===== config.mk =====
export PLATFORM = sky130hd
export DESIGN_NAME = mem_bist_gen
export DESIGN_NICKNAME = d
export VERILOG_FILES = /design/src/rtl/mem_bist_gen.sv
export SDC_FILE = /design/constraint.sdc
export NUM_CORES = 1
export LEC_CHECK = 0
export ABC_AREA = 0
export CAP_MARGIN = 0
export CORE_MARGIN = 5
export CORE_UTILIZATION = 35
export DETAILED_ROUTE_END_ITERATION = 8
export PLACE_DENSITY = 0.66
export SKIP_CTS_REPAIR_TIMING = 1
export SYNTH_ARGS = -nofsm -noshare
export SYNTH_HDL_FRONTEND = slang
export SYNTH_SLANG_ARGS = --single-unit

===== constraint.sdc =====
create_clock -name sys_clk -period 4 [get_ports sys_clk]
set_clock_uncertainty 0.15 [all_clocks]
set_input_delay 1.2 -clock sys_clk [delete_from_list [all_inputs] [get_ports sys_clk]]
set_output_delay 1.2 -clock sys_clk [all_outputs]
set_load 0.02 [all_outputs]

===== src/rtl/mem_bist_gen.sv =====
// mem_bist_gen: write / read-back memory self-test traffic generator.
// Optional: define BIST_STOP_ON_ERR_EN to end a run at the first mismatch.
module mem_bist_gen #(
  parameter int unsigned ADDR_W     = 27,
  parameter int unsigned DATA_W     = 32,
  parameter int unsigned BASE_ADDR  = 0,
  parameter int unsigned NUM_WORDS  = 65536,
  parameter int unsigned ADDR_STEP  = 1,
  parameter int unsigned GAP_CYCLES = 1,
  parameter int unsigned ERR_W      = 16
) (
  input  logic              sys_clk,
  input  logic              rstn,
  input  logic              start,
  input  logic [1:0]        mode,
  output logic [ADDR_W-1:0] req_addr,
  output logic [DATA_W-1:0] req_data,
  output logic              req_rw,
  output logic              req_valid,
  input  logic [DATA_W-1:0] res_data,
  input  logic              res_ready,
  output logic              busy,
  output logic              done,
  output logic              pass,
  output logic [ERR_W-1:0]  err_count,
  output logic [ADDR_W-1:0] fail_addr,
  output logic [DATA_W-1:0] fail_data,
  output logic [1:0]        phase
);

  localparam int unsigned IDX_W =
    (NUM_WORDS > 1) ? $clog2(NUM_WORDS) : 1;
  localparam int unsigned GAP_W =
    (GAP_CYCLES > 1) ? $clog2(GAP_CYCLES) : 1;

  localparam logic [IDX_W-1:0] LAST_IDX =
    IDX_W'(NUM_WORDS - 1);
  localparam logic [GAP_W-1:0] GAP_LOAD =
    GAP_W'((GAP_CYCLES > 0) ? GAP_CYCLES - 1 : 0);
  localparam logic [ADDR_W-1:0] BASE = ADDR_W'(BASE_ADDR);
  localparam logic [ADDR_W-1:0] STEP = ADDR_W'(ADDR_STEP);
  localparam bit NO_GAP = (GAP_CYCLES == 0);

  // Right-shift Galois feedback masks; other widths use a
  // shifted 64-bit mask, which still gives a usable sequence.
  localparam logic [63:0] TAPS64 =
    (DATA_W == 8)  ? 64'h00000000000000B8 :
    (DATA_W == 16) ? 64'h000000000000B400 :
    (DATA_W == 32) ? 64'h0000000080200003 :
    (64'hD800000000000000 >> (64 - DATA_W));
  localparam logic [DATA_W-1:0] LFSR_TAPS = TAPS64[DATA_W-1:0];

  localparam logic [63:0] P55_64 = {32{2'b01}};
  localparam logic [63:0] PAA_64 = {32{2'b10}};
  localparam logic [DATA_W-1:0] PAT_55 = P55_64[DATA_W-1:0];
  localparam logic [DATA_W-1:0] PAT_AA = PAA_64[DATA_W-1:0];

  localparam logic [2:0] S_IDLE  = 3'd0;
  localparam logic [2:0] S_WRITE = 3'd1;
  localparam logic [2:0] S_WGAP  = 3'd2;
  localparam logic [2:0] S_READ  = 3'd3;
  localparam logic [2:0] S_RGAP  = 3'd4;
  localparam logic [2:0] S_DONE  = 3'd5;

  logic [2:0]        state;
  logic [1:0]        mode_q;
  logic [IDX_W-1:0]  idx;
  logic [DATA_W-1:0] lfsr;
  logic [DATA_W-1:0] lfsr_nxt;
  logic [ADDR_W-1:0] addr_q;
  logic [GAP_W-1:0]  gap_cnt;
  logic [ERR_W-1:0]  err_q;
  logic [ADDR_W-1:0] fa_q;
  logic [DATA_W-1:0] fd_q;
  logic [DATA_W-1:0] idx_pat;
  logic [DATA_W-1:0] pat;
  logic              in_wr;
  logic              in_rd;
  logic              last;
  logic              mism;
  logic              stop_hit;

  if (IDX_W >= DATA_W) begin : g_trunc
    assign idx_pat = idx[DATA_W-1:0];
  end else begin : g_ext
    assign idx_pat = {{(DATA_W-IDX_W){1'b0}}, idx};
  end

  assign lfsr_nxt = (lfsr >> 1) ^
    (lfsr[0] ? LFSR_TAPS : '0);

  assign in_wr = (state == S_WRITE);
  assign in_rd = (state == S_READ);
  assign last  = (idx == LAST_IDX);
  assign mism  = (res_data != pat);

`ifdef BIST_STOP_ON_ERR_EN
  assign stop_hit = mism;
`else
  assign stop_hit = 1'b0;
`endif

  // Data pattern for the current word index
  always_comb begin
    pat = idx_pat;
    unique case (1'b1)
      mode_q == 2'd1: pat = ~idx_pat;
      mode_q == 2'd2: pat = lfsr;
      mode_q == 2'd3: pat = idx[0] ? PAT_AA : PAT_55;
      default:        pat = idx_pat;
    endcase
  end

  // Externally visible phase; gaps report the phase they sit in
  always_comb begin
    phase = 2'd0;
    unique case (1'b1)
      in_wr || state == S_WGAP: phase = 2'd1;
      in_rd || state == S_RGAP: phase = 2'd2;
      state == S_DONE:          phase = 2'd3;
      default:                  phase = 2'd0;
    endcase
  end

  assign req_valid = in_wr | in_rd;
  assign req_rw    = in_wr;
  assign req_addr  = addr_q;
  assign req_data  = in_wr ? pat : '0;
  assign busy      = (phase == 2'd1) || (phase == 2'd2);
  assign done      = (state == S_DONE);
  assign pass      = done && (err_q == '0);
  assign err_count = err_q;
  assign fail_addr = fa_q;
  assign fail_data = fd_q;

  // Run sequencing, window walk and first-failure capture
  always_ff @(posedge sys_clk) begin
    if (!rstn) begin
      state   <= S_IDLE;
      mode_q  <= '0;
      idx     <= '0;
      lfsr    <= '0;
      addr_q  <= '0;
      gap_cnt <= '0;
      err_q   <= '0;
      fa_q    <= '0;
      fd_q    <= '0;
    end else begin
      unique case (state)
        S_IDLE, S_DONE: begin
          if (start) begin
            state  <= S_WRITE;
            mode_q <= mode;
            idx    <= '0;
            lfsr   <= '1;
            addr_q <= BASE;
            err_q  <= '0;
            fa_q   <= '0;
            fd_q   <= '0;
          end
        end
        S_WRITE: begin
          if (res_ready) begin
            gap_cnt <= GAP_LOAD;
            if (last) begin
              idx    <= '0;
              lfsr   <= '1;
              addr_q <= BASE;
              state  <= NO_GAP ? S_READ : S_RGAP;
            end else begin
              idx    <= idx + IDX_W'(1);
              lfsr   <= lfsr_nxt;
              addr_q <= addr_q + STEP;
              state  <= NO_GAP ? S_WRITE : S_WGAP;
            end
          end
        end
        S_WGAP, S_RGAP: begin
          if (gap_cnt == '0) begin
            state <= (state == S_WGAP) ? S_WRITE : S_READ;
          end else begin
            gap_cnt <= gap_cnt - GAP_W'(1);
          end
        end
        S_READ: begin
          if (res_ready) begin
            gap_cnt <= GAP_LOAD;
            if (mism) begin
              if (err_q != '1) err_q <= err_q + ERR_W'(1);
              if (err_q == '0) begin
                fa_q <= addr_q;
                fd_q <= res_data;
              end
            end
            if (last || stop_hit) begin
              state <= S_DONE;
            end else begin
              idx    <= idx + IDX_W'(1);
              lfsr   <= lfsr_nxt;
              addr_q <= addr_q + STEP;
              state  <= NO_GAP ? S_READ : S_RGAP;
            end
          end
        end
        default: state <= S_IDLE;
      endcase
    end
  end

endmodule


==> After elaboration in Yosys (flattened, before gate mapping) <==
Cells that the tools add are included.
{ "totals": {"ff_bits": 156, "in_bits": 38, "wordCells": 103} }
{ "classes": {"add_sub_neg": 4, "n_eq_ne": 22, "muxes": 47, "bitwise_logic": 3, "n_reduce_logical": 18} }
{ "ops": {"columns": ["cell", "count"], "rows": [
  ["$mux W32", 12],
  ["$mux W27", 8],
  ["$pmux W32 S3", 2],
  ["$mux W16", 8],
  ["$pmux W27 S3", 1],
  ["$pmux W32 S2", 1],
  ["$pmux W27 S2", 1],
  ["$pmux W16 S3", 1],
  ["$add A16 B1 Y16 const B", 2],
  ["$ne A32 B32 Y1", 1],
  ["$not A16 Y32", 1],
  ["$pmux W16 S2", 1],
  ["$xor A31 B32 Y32", 1],
  ["$add A27 B1 Y27 const B", 1],
  ["$eq A16 B16 Y1 const B", 1],
  ["$logic_not A16 Y1", 1],
  ["$ne A16 B16 Y1 const B", 1],
  ["$mux W3", 5],
  ["$reduce_and A5 Y1", 3],
  ["$pmux W3 S4", 1],
  ["$ne A2 B2 Y1 const B", 5],
  ["$ne A2 B1 Y1 const B", 4],
  ["$eq A2 B2 Y1 const B", 3],
  ["$eq A3 B2 Y1 const B", 2],
  ["17 further kinds", 27]
]} }

==> Longest topological paths before layout <==
Gate-level depths: netlist of the first run.
{ "logic_depth": {"depth_word": 6, "depth_mapped": 13, "mapped_depth_nobuf": 9} }

==> Worst setup path before layout of the first run <==
Ideal clock, no wire load.
{ "synth_path": {"kind": "input to register", "from": "in start", "to": "reg addr_q[16], in the netlist req_addr[16]", "t_arrival_ns": 3.130, "required_ns": 3.780, "setup_slack_ns": 0.649, "cell_stages": 8, "n_path_buf": 1, "path_cell_list": "nor2b_1 a31oi_1 a41oi_1 and4_1 clkbuf_1 nand4_1 or4b_2 a21oi_1"} }
{ "synth_via": {"elab_chain_len": 2} }
{ "synth_rtl": {"columns": ["item", "line_no", "rtl"], "rows": [
  ["start, declared", "14", "input logic start,"],
  ["$ne A2 B2 Y1 (no source line)", null, null],
  ["$reduce_and A5 Y1 (no source line)", null, null],
  ["end signal, assigned", "173", "addr_q <= addr_q + STEP;"],
  ["end signal, assigned", "200", "addr_q <= addr_q + STEP;"],
  ["end, declared", "70", "logic [ADDR_W-1:0] addr_q;"]
]} }
Every way passes these cells.
A chain may end at the register's enable or synchronous reset.

==> Final worst setup path of the first run <==
{ "layout_path": {"from": "reg mode_q[0]", "to": "out req_data[7]"} }
{ "layout_via": {"elab_chain_len": 3, "elab_cells_between_ends": 5, "classes_between": "eq/ne: 3; mux: 2"} }
{ "layout_rtl": {"columns": ["item", "line_no", "rtl"], "rows": [
  ["start, declared", "66", "logic [1:0] mode_q;"],
  ["start signal, assigned", "153", "mode_q <= mode;"],
  ["$eq A2 B2 Y1, or another cell as far along", "109", "mode_q == 2'd3: pat = idx[0] ? PAT_AA : PAT_55;"],
  ["$pmux W32 S3 *", "106", "unique case (1'b1)"],
  ["$mux W32 *", "128", "assign req_data = in_wr ? pat : '0;"],
  ["end, declared", "17", "output logic [DATA_W-1:0] req_data,"]
]} }
Every way passes the cells marked *; elsewhere a longest branch is shown, timed or not.

==> out/metrics.cfg, run 1 <==
[grt]
grt_overflow = 0
grt_pass1_wl_um = 41000
grt_use_total_pct = 19.2
antenna_found_initial = 2
grt_max_degree = 68
grt_pass1_vias = 7404

[clocking]
clockRootBuffer = clkbuf_16
worstSkewPairLatency_ps = 420
cts.sinks = 155
cts_tree = done
htreeDepth = 4
cts.path.max_buffers = 2
clkTransAtPathRegs_ps = 60
cts_buffers = 17

[route]
remaining_drc_errors = 0
drt_iter0_drc = 632
wl_um = 26500
vias = 8011
ant_nets = 0
vias_per_cell = 5.33
routedWlPerCell_um = 17.6
first_pass_iters = 7

[setup_path]
worstPathRequired_ps = 2650
startpoint = mode_q[0]
cp-start-kind = flip-flop
cp-end-kind = output port
slowest_delay_ps = 610
r2r_slack_ps = 460
cp_common_cell = mux2i_1
criticalPathCategory = flip-flop to output port
worstReg2RegStart = idx[0]
critPathArrivalTime_ps = 2520
worst_path_max_delay_cell = clkdlybuf4s50_1
crit_fanout = 30
crit_chain = buf_4, mux2i_1, mux2i_1, and2_1, clkdlybuf4s50_1
reg2reg_depth = 10
r2r-end = fail_data[0]

[synthesis]
async_flop_share_pct = 0
ys_seq_area_share_pct = 38.0
synth_compound_gate_area_share_pct = 14.3
synth_warnings = 0
synthesis.area_um2 = 8160
synth_xor_area_share_pct = 7.08
synthTopCellsByArea = dfxtp_1 38%, nand4b_1 6.2%, a21oi_1 6.2%
syn_area_per_cell_um2 = 7.99
synth_top_family_by_area = simple AND/OR/NAND/NOR gates
ys_ff_latch = 155
synth_top_cell_by_area = dfxtp_1
synthSimpleGateAreaFrac_pct = 31.3
synthAdderAreaFrac_pct = 0.613
synth_commonest_cells = 155 x dfxtp_1, 129 x nor2_1, 101 x a21oi_1
synth_top_area_share_pct = 38.0
yosys_most_used_dff = dfxtp_1
synthMuxAreaShare_pct = 2.84
syn_nets = 1064
synth_edf_count = 0
synth_cells = 1022
synth_cell_types = 59
yosysMostFrequentCell = dfxtp_1

[final_layout]
finalNonFillerCells = 1503
area_growth_pct = 33.7
drive_gt1_share_pct = 7.82
stdcell_area_um2 = 10900
layout.nets = 1219

[floorplan]
dieWidth_um = 163
start_util_pct = 35.8
die_y_um = 163
die-area_um2 = 26500
core_area_um2 = 22800
num_rows = 55
ioPinCount = 179

[min_path]
hold_end = fail_addr[19]
hold_start = fail_addr[19]
holdPathStages = 2
hold_class = flip-flop to flip-flop

[timing]
rsz0062_at_grt = false
tightestPinTransition_ps = 882
drv_slew = 0
setup_violations = 0
max-slew-margin-rel_pct = 39.7
period_share_pct = 96.7
final_hold_viol_count = 0
fmaxAchievable_mhz = 259
finalCriticalPeriod_ps = 3870

[placed_design]
place_congestion = 0.927
dp.cells = 1471
io_buffers = 178
post-dp-hpwl_um = 19600
post_dp_cell_area_um2 = 10400

[power]
powerDensity_nw_per_um2 = 343
p_leak_uw = 0.00383
peakVddDrop_mv = 0.244
power.total_uw = 3740

[job]
maxCapViolCount = 0

[run_status]
status = complete, no violations

==> through the flow <==
step | TNS (ps) | setup WS, ps | utilization [%] | hold WS [ps]
floorplan | 0 | 649 | - | 333
global placement | -1250 | -53.7 | 45.5 | 289
detailed placement | -2080 | -68.2 | 45.5 | 294
CTS | 0 | 57.3 | 47.9 | 303
global route | 0 | 10.7 | 47.9 | 320
finish | 0 | 132 | 47.9 | 300
==> worst max-delay path: cells and delay by family, from the launching register on <==
kind | cells | cell delay, ps
buffers and inverters | 2 | 930
and+or+nand+nor | 1 | 240
DFF | 1 | 340
muxes | 2 | 580
==> cells in the final DEF, fill, tap and decap left out, types with 4 or more instances in the layout <==
cell / netlist / final
clkdlybuf4s50_1: 0 / 177
buf_12: 0 / 6
mux2i_1: 22 / 22
or3_1: 12 / 12
xor2_1: 36 / 36
dfxtp_1: 155 / 152
nand4_1: 17 / 17
and2_1: 14 / 14
nor2b_1: 5 / 5
o21ai_0: 34 / 33
or2_2: 4 / 4
o21a_1: 10 / 10
nor3_1: 32 / 32
and3_1: 25 / 25
nand2_1: 95 / 95
a21oi_1: 101 / 101
or4_1: 8 / 8
and4_1: 5 / 5
o22ai_1: 33 / 33
clkbuf_16: 0 / 17
xnor2_1: 30 / 30
nand2b_1: 5 / 5
nor2_1: 129 / 128
ha_1: 4 / 4
nor4_1: 13 / 13
buf_4: 9 / 35
inv_1: 21 / 21
nand4b_1: 58 / 58
nand3_1: 25 / 25
==> layout make-up <==
class,count,area [um^2]
diodes,1,2.50
flip-flops and latches,155,3110
fillers,2186,11900
clock buffers,22,464
multi-input cells,762,4630
inverters,22,83.8
clock inverters,9,67.6
well taps,313,392
repair buffers,219,2170
==> worst max-delay path by stage <==
stage	endpoint	slack, ps	cells past startpoint
5_1_grt	req_data[14]	10	5
3_3_place_gp	err_count[13]	-50	9
2_1_floorplan	req_addr[16]	650	8
3_5_place_dp	fail_addr[9]	-70	12
6_report	req_data[7]	130	5
4_1_cts	pass	60	6
==> state kept, by name, summed over array words and instances (netlist names) <==
signal	flops
mode_q	2
fail_data	32
idx	16
req_addr	27
lfsr	32
fail_addr	27
state	3
err_count	16
==> routing by layer <==
layer / vias up / routed length, um / GRT usage (%)
met5: - / 13 / 0
met4: 2 / 675 / 7.47
met3: 44 / 1450 / 3.24
met2: 226 / 12500 / 30.5
met1: 3795 / 11900 / 26.1
li1: 3944 / - / -
==> where the power goes <==
group / internal [uW] / leakage, uW / switching [uW]
registers: 1590 / 0.00126 / 48.2
logic: 253 / 0.00232 / 370
clock network: 826 / 0.000253 / 654
==> cells by family after synthesis <==
kind of cell,count (synthesis)
AOI/OAI and AO/OA,201
xor gates and xnor gates,66
adders and majority gates,4
buffers and inverters,105
DFF,155
muxes,23
and+or+nand+nor,468
No activity file was read; power rests on OpenSTA's default activity.
==> run 2, diff against run 1 <==
--- a/config.mk
+++ b/config.mk
@@ -7,10 +7,13 @@
 export LEC_CHECK = 0
 export ABC_AREA = 0
 export CAP_MARGIN = 0
+export CELL_PAD_IN_SITES_DETAIL_PLACEMENT = 2
+export CELL_PAD_IN_SITES_GLOBAL_PLACEMENT = 2
 export CORE_MARGIN = 5
-export CORE_UTILIZATION = 35
+export CORE_UTILIZATION = 29
+export CTS_CLUSTER_SIZE = 16
 export DETAILED_ROUTE_END_ITERATION = 8
-export PLACE_DENSITY = 0.66
+export PLACE_DENSITY = 0.87
 export SKIP_CTS_REPAIR_TIMING = 1
 export SYNTH_ARGS = -nofsm -noshare
 export SYNTH_HDL_FRONTEND = slang
==> run 2 against run 1 <==
Against the previous run: the flow now finishes with violations (setup timing); sequential power barely moved; fmax fell by 3.4%; sequential share of layout area fell by 0.79 points; largest power group is now the clock network; global-route usage rose by 5.2 points; cell count rose by 5.5%; count of clock-buffer cells in the layout fell by 4; setup slack got worse by 140 ps.
==> out/metrics.cfg, run 2 (synthesized netlist as in run 1, its figures left out) <==
[setup_path]
crit_cells = 4  ; was 5
critPathTopFamily = buffers and inverters  ; unchanged
path_buf_inv = 2  ; unchanged
worstPathRequired_ps = 2650  ; about the same
slowest_delay_ps = 610  ; about the same
critPathArrivalTime_ps = 2660  ; was 2520 ps
worstReg2RegStart = mode_q[1]  ; was idx[0]
crit_fanout = 19  ; was 30
worst_path_max_delay_cell = clkdlybuf4s50_1  ; unchanged
crit_chain = buf_4, mux2i_1, and2_1, clkdlybuf4s50_1  ; was buf_4, mux2i_1, mux2i_1, and2_1, clkdlybuf4s50_1
criticalPathCategory = flip-flop to output port  ; unchanged
cp-end-kind = output port  ; unchanged
startpoint = mode_q[1]  ; was mode_q[0]
cp-start-kind = flip-flop  ; unchanged
reg2reg_depth = 9  ; was 10

[placed_design]
post-dp-hpwl_um = 25700  ; was 19600 um
dp.cells = 1552  ; was 1471
pre_cts_ws_ps = -309  ; was -68.2 ps
io_buffers = 178  ; unchanged
place_congestion = 0.854  ; was 0.927
post_dp_cell_area_um2 = 10600  ; was 10400 um^2

[grt]
grt_pass1_wl_um = 59800  ; was 41000 um
grt_pass1_vias = 9753  ; was 7404
grt_overflow = 0  ; unchanged
antenna_found_initial = 2  ; unchanged
grt_max_degree = 65  ; was 68
grt_use_total_pct = 24.4  ; was 19.2%

[route]
routedWlPerCell_um = 25.0  ; was 17.6 um
first_pass_iters = 5  ; was 7
vias = 8951  ; was 8011
remaining_drc_errors = 0  ; unchanged
ant_nets = 0  ; unchanged
wl_um = 39600  ; was 26500 um
drt_iter0_drc = 682  ; was 632
vias_per_cell = 5.64  ; was 5.33

[final_layout]
stdcell_area_um2 = 11200  ; was 10900 um^2
drive_gt1_share_pct = 9.70  ; was 7.82%
finalNonFillerCells = 1586  ; was 1503
area_growth_pct = 37.6  ; was 33.7%
fin_util_pct = 40.4  ; was 47.9%
layout_common_cells = 177 x clkdlybuf4s50_1, 153 x dfxtp_1, 128 x nor2_1  ; was 177 x clkdlybuf4s50_1, 152 x dfxtp_1, 128 x nor2_1
final_common_cell = clkdlybuf4s50_1  ; unchanged
layout.nets = 1235  ; was 1219

[min_path]
hold_start = fail_addr[25]  ; was fail_addr[19]
hold_class = flip-flop to flip-flop  ; unchanged
holdPathStages = 2  ; unchanged

[timing]
finalCriticalPeriod_ps = 4010  ; was 3870 ps
fin_ws_ps = -5.40  ; was 132 ps
max-slew-margin-rel_pct = 46.9  ; was 39.7%
fmaxAchievable_mhz = 250  ; was 259 MHz
period_share_pct = 100  ; was 96.7%
final_hold_viol_count = 0  ; unchanged
setup_violations = 1  ; was 0
drv_slew = 0  ; unchanged
rsz0062_at_grt = true  ; was false
tightestPinTransition_ps = 790  ; was 882 ps

[power]
power.total_uw = 4110  ; was 3740 uW
peakVddDrop_mv = 0.315  ; was 0.244 mV
p_leak_uw = 0.00396  ; was 0.00383 uW
powerDensity_nw_per_um2 = 366  ; was 343 nW/um^2

[floorplan]
core_area_um2 = 27800  ; was 22800 um^2
die-area_um2 = 31600  ; was 26500 um^2
dieWidth_um = 178  ; was 163 um
num_rows = 61  ; was 55
die_y_um = 178  ; was 163 um
start_util_pct = 29.4  ; was 35.8%
ioPinCount = 179  ; unchanged

[job]
maxCapViolCount = 0  ; unchanged

[clocking]
cts.path.max_buffers = 2  ; unchanged
cts_tree = done  ; unchanged
clockRootBuffer = clkbuf_16  ; unchanged
clkTransAtPathRegs_ps = 70  ; was 60 ps
cts.sinks = 155  ; unchanged
cts_buffers = 17  ; unchanged
htreeDepth = 4  ; unchanged
worstSkewPairLatency_ps = 450  ; was 420 ps

[run_status]
status = complete, but fails checks  ; was complete, no violations
violations = setup timing

[run 2: stage by stage]
step                TNS (ps)  hold slack [ps]
finish                 -5.40              309
global route           -23.8              323
detailed placement    -10680              303
CTS                    -1120              313
floorplan                  0              333
global placement       -5740              289
[run 2: path summary, 6_finish.rpt]
check	endpoint	slack, ps
max reg2reg	err_count[10]	340
min	fail_addr[25]	310
max	req_data[7]	-5
min reg2reg	fail_addr[25]	310
[run 2: routing by layer]
metal	global-route usage (%)	up-vias	part of all wire, %
met5	0	-	0
met4	13.0	0	5.0
met3	3.90	112	3.7
met2	42.2	275	50
met1	29.1	4593	41
li1	-	3971	-
[run 2: area by class of cell]
type | instances | area [um^2]
tap | 378 | 473
clock buffer | 18 | 439
timing repair buffer | 235 | 2300
multi-input combinational | 762 | 4640
inverter | 22 | 87.6
clock inverter | 14 | 174
sequential | 155 | 3110
fill | 3074 | 16600
antenna | 2 | 5.00
[run 2: report_power, final]
part           switching [uW]  internal, uW
clock                     794           967
sequential               53.9          1590
combinational             440           267
total                    1290          2820
[run 2: worst reg2reg max path, cell delays in order (launching register included)]
cell,delay [ps]
dfxtp_2,460
buf_4,350
mux2i_1,560
xor2_1,190
or4b_1,560
or3_1,430
nor4_4,270
buf_12,230
nor2_1,100
o221a_2,270
==> run 3, diff against run 2 <==
--- a/config.mk
+++ b/config.mk
@@ -13,7 +13,8 @@
 export CORE_UTILIZATION = 29
 export CTS_CLUSTER_SIZE = 16
 export DETAILED_ROUTE_END_ITERATION = 8
-export PLACE_DENSITY = 0.87
+export HOLD_SLACK_MARGIN = 0.05
+export PLACE_DENSITY_LB_ADDON = 0.1
 export SKIP_CTS_REPAIR_TIMING = 1
 export SYNTH_ARGS = -nofsm -noshare
 export SYNTH_HDL_FRONTEND = slang
==> run 3 against run 2 <==
Against the previous run: the run now ends clean; global-route usage down 3.0 points; non-clock buffer count is 22 higher; largest power group unchanged; first-iteration DRC count decreased by 42%; critical path depth up 5; total power decreased by 0.62%; critical endpoint is now err_count[13]; highest routed layer is now met5; cell area rose by 2.5%; register-to-register slack better by 180 ps; clock power about the same; largest cell class unchanged.
==> out/metrics.cfg, run 3 (synthesized netlist as in run 1, its figures left out) <==
[run_status]
status = complete, no violations  ; was complete, but fails checks

[route]
first_pass_iters = 4  ; was 5
vias = 8401  ; was 8951
wl_um = 34000  ; was 39600 um
vias_per_cell = 5.23  ; was 5.64
ant_nets = 0  ; unchanged
routedWlPerCell_um = 21.2  ; was 25.0 um
remaining_drc_errors = 0  ; unchanged
route.met3.wl_um = 1420  ; was 1460 um
dr_wl_met2_um = 16200  ; was 19800 um
wl_met1_um = 16000  ; was 16400 um
maxUsedRoutingLayer = met5  ; was met4
drt_iter0_drc = 395  ; was 682

[setup_path]
worstReg2RegStart = mode_q[0]  ; was mode_q[1]
endpoint = err_count[13]  ; was req_data[7]
startpoint = res_data[8]  ; was mode_q[1]
crit_fanout = 3  ; was 19
reg2reg_depth = 9  ; unchanged
critPathArrivalTime_ps = 4030  ; was 2660 ps
worstPathRequired_ps = 4190  ; was 2650 ps
r2r-end = err_count[13]  ; was err_count[10]
r2r_slack_ps = 520  ; was 340 ps
criticalPathCategory = input port to flip-flop  ; was flip-flop to output port
cp-start-kind = input port  ; was flip-flop
cp-end-kind = flip-flop  ; was output port

[clocking]
clockRootBuffer = clkbuf_16  ; unchanged
worstSkewPairLatency_ps = 430  ; was 450 ps
cts.path.max_buffers = 2  ; unchanged
clkTransAtPathRegs_ps = 70  ; about the same
htreeDepth = 4  ; unchanged
cts.sinks = 155  ; unchanged
cts_tree = done  ; unchanged
cts_buffers = 17  ; unchanged

[final_layout]
stdcell_area_um2 = 11500  ; was 11200 um^2
antennaDiodeCount = 0  ; was 2
final_common_cell = clkdlybuf4s50_1  ; unchanged
drive_gt1_share_pct = 11.2  ; was 9.70%
area_growth_pct = 41.0  ; was 37.6%
fillCellCount = 3145  ; was 3074
layout_common_cells = 177 x clkdlybuf4s50_1, 153 x dfxtp_1, 128 x nor2_1  ; unchanged
layout.nets = 1257  ; was 1235

[min_path]
hold_class = flip-flop to flip-flop  ; unchanged

[floorplan]
die_y_um = 178  ; unchanged
dieWidth_um = 178  ; unchanged
ioPinCount = 179  ; unchanged
num_rows = 61  ; unchanged
core_area_um2 = 27800  ; unchanged
start_util_pct = 29.4  ; unchanged
die-area_um2 = 31600  ; unchanged

[timing]
final_hold_viol_count = 0  ; unchanged
period_share_pct = 95.9  ; was 100%
rsz0062_at_grt = false  ; was true
drv_slew = 0  ; unchanged
setup_tns_ps = 0  ; was -5.40 ps
hold_slack_ps = 302  ; was 309 ps
tightestPinTransition_ps = 835  ; was 790 ps
finalCriticalPeriod_ps = 3840  ; was 4010 ps
setup_violations = 0  ; was 1
fmaxAchievable_mhz = 261  ; was 250 MHz
max-slew-margin-rel_pct = 42.9  ; was 46.9%

[power]
combPwrFrac_pct = 17.1  ; was 17.2%
clkPwrFrac_pct = 42.5  ; was 42.8%
power.total_uw = 4090  ; was 4110 uW
peakVddDrop_mv = 0.229  ; was 0.315 mV
p_seq_share_pct = 40.4  ; was 40.0%
p_leak_uw = 0.00410  ; was 0.00396 uW
internal-power_uw = 2840  ; was 2820 uW
powerDensity_nw_per_um2 = 355  ; was 366 nW/um^2
swShare_pct = 30.5  ; was 31.3%
p_switching_uw = 1250  ; was 1290 uW

[grt]
grt_pass1_vias = 8930  ; was 9753
grt_use_total_pct = 21.4  ; was 24.4%
grt_pass1_wl_um = 52800  ; was 59800 um
antenna_found_initial = 1  ; was 2
grt_overflow = 0  ; unchanged
grt_max_degree = 66  ; was 65

[placed_design]
post-dp-hpwl_um = 25000  ; was 25700 um
io_buffers = 178  ; unchanged
post_dp_cell_area_um2 = 10900  ; was 10600 um^2
place_congestion = 0.784  ; was 0.854

[job]
maxCapViolCount = 0  ; unchanged

[run 3: cell types whose count changed in the layout (fill, tap and decap cells not counted), sizes merged]
cell | before | now
clkinvlp | 1 | 2
inv | 29 | 27
diode | 2 | 0
clkinv | 4 | 6
clkbuf | 18 | 17
buf | 57 | 79
[run 3: per-layer routing]
| layer | track usage [%] | vias to the layer above |
|---|---|---|
| li1 | - | 4021 |
| met1 | 29.2 | 4191 |
| met2 | 35.4 | 162 |
| met3 | 3.69 | 25 |
| met4 | 4.87 | 2 |
| met5 | 0 | - |
[run 3: worst max-delay path, stage by stage]
cell and delay (ps):
clkdlybuf4s50_1 510, inv_1 90, o211a_1 110, a2111oi_0 750, nor4_1 170, nand4_1 250
o31ai_4 130, or4b_2 650, a21oi_1 160
[run 3: final cells by class]
class	instances	area, um^2	share of cell area [%]
multi-input cells	762	4640	40.4
flip-flops and latches	155	3110	27.0
repair buffers	257	2560	22.3
well taps	378	473	4.11
clock buffers	17	425	3.70
clock inverters	15	200	1.74
inverters	22	87.6	0.761
[run 3: power groups by stage]
stage                     Clock, uW  Combinational (uW)  Sequential, uW
after floorplan                   0                 390            1660
after global placement            0                 681            1680
after detailed placement          0                 695            1690
after CTS                      1800                 703            1650
after global routing           1850                 757            1660
final                          1740                 700            1650
[run 3: metrics by stage]
| stage | setup WS [ps] | util, % | cells |
|---|---|---|---|
| global placement | -160 | 39.1 | 1574 |
| global route | 7.13 | 41.4 | 1606 |
| finish | 164 | 41.4 | 1606 |
| detailed placement | -185 | 39.1 | 1574 |
| floorplan | 649 | - | 1022 |
| CTS | -242 | 41.3 | 1606 |
[run 3: how the worst min path moves through the flow]
stage,slack (ps),from,cells past startpoint,to
2_1_floorplan,330,lfsr[11],2,lfsr[10]
3_3_place_gp,290,fail_data[28],2,fail_data[28]
3_5_place_dp,300,fail_data[27],2,fail_data[27]
4_1_cts,310,fail_data[27],2,fail_data[27]
5_1_grt,330,fail_data[23],2,fail_data[23]
6_report,300,fail_data[21],2,fail_data[21]
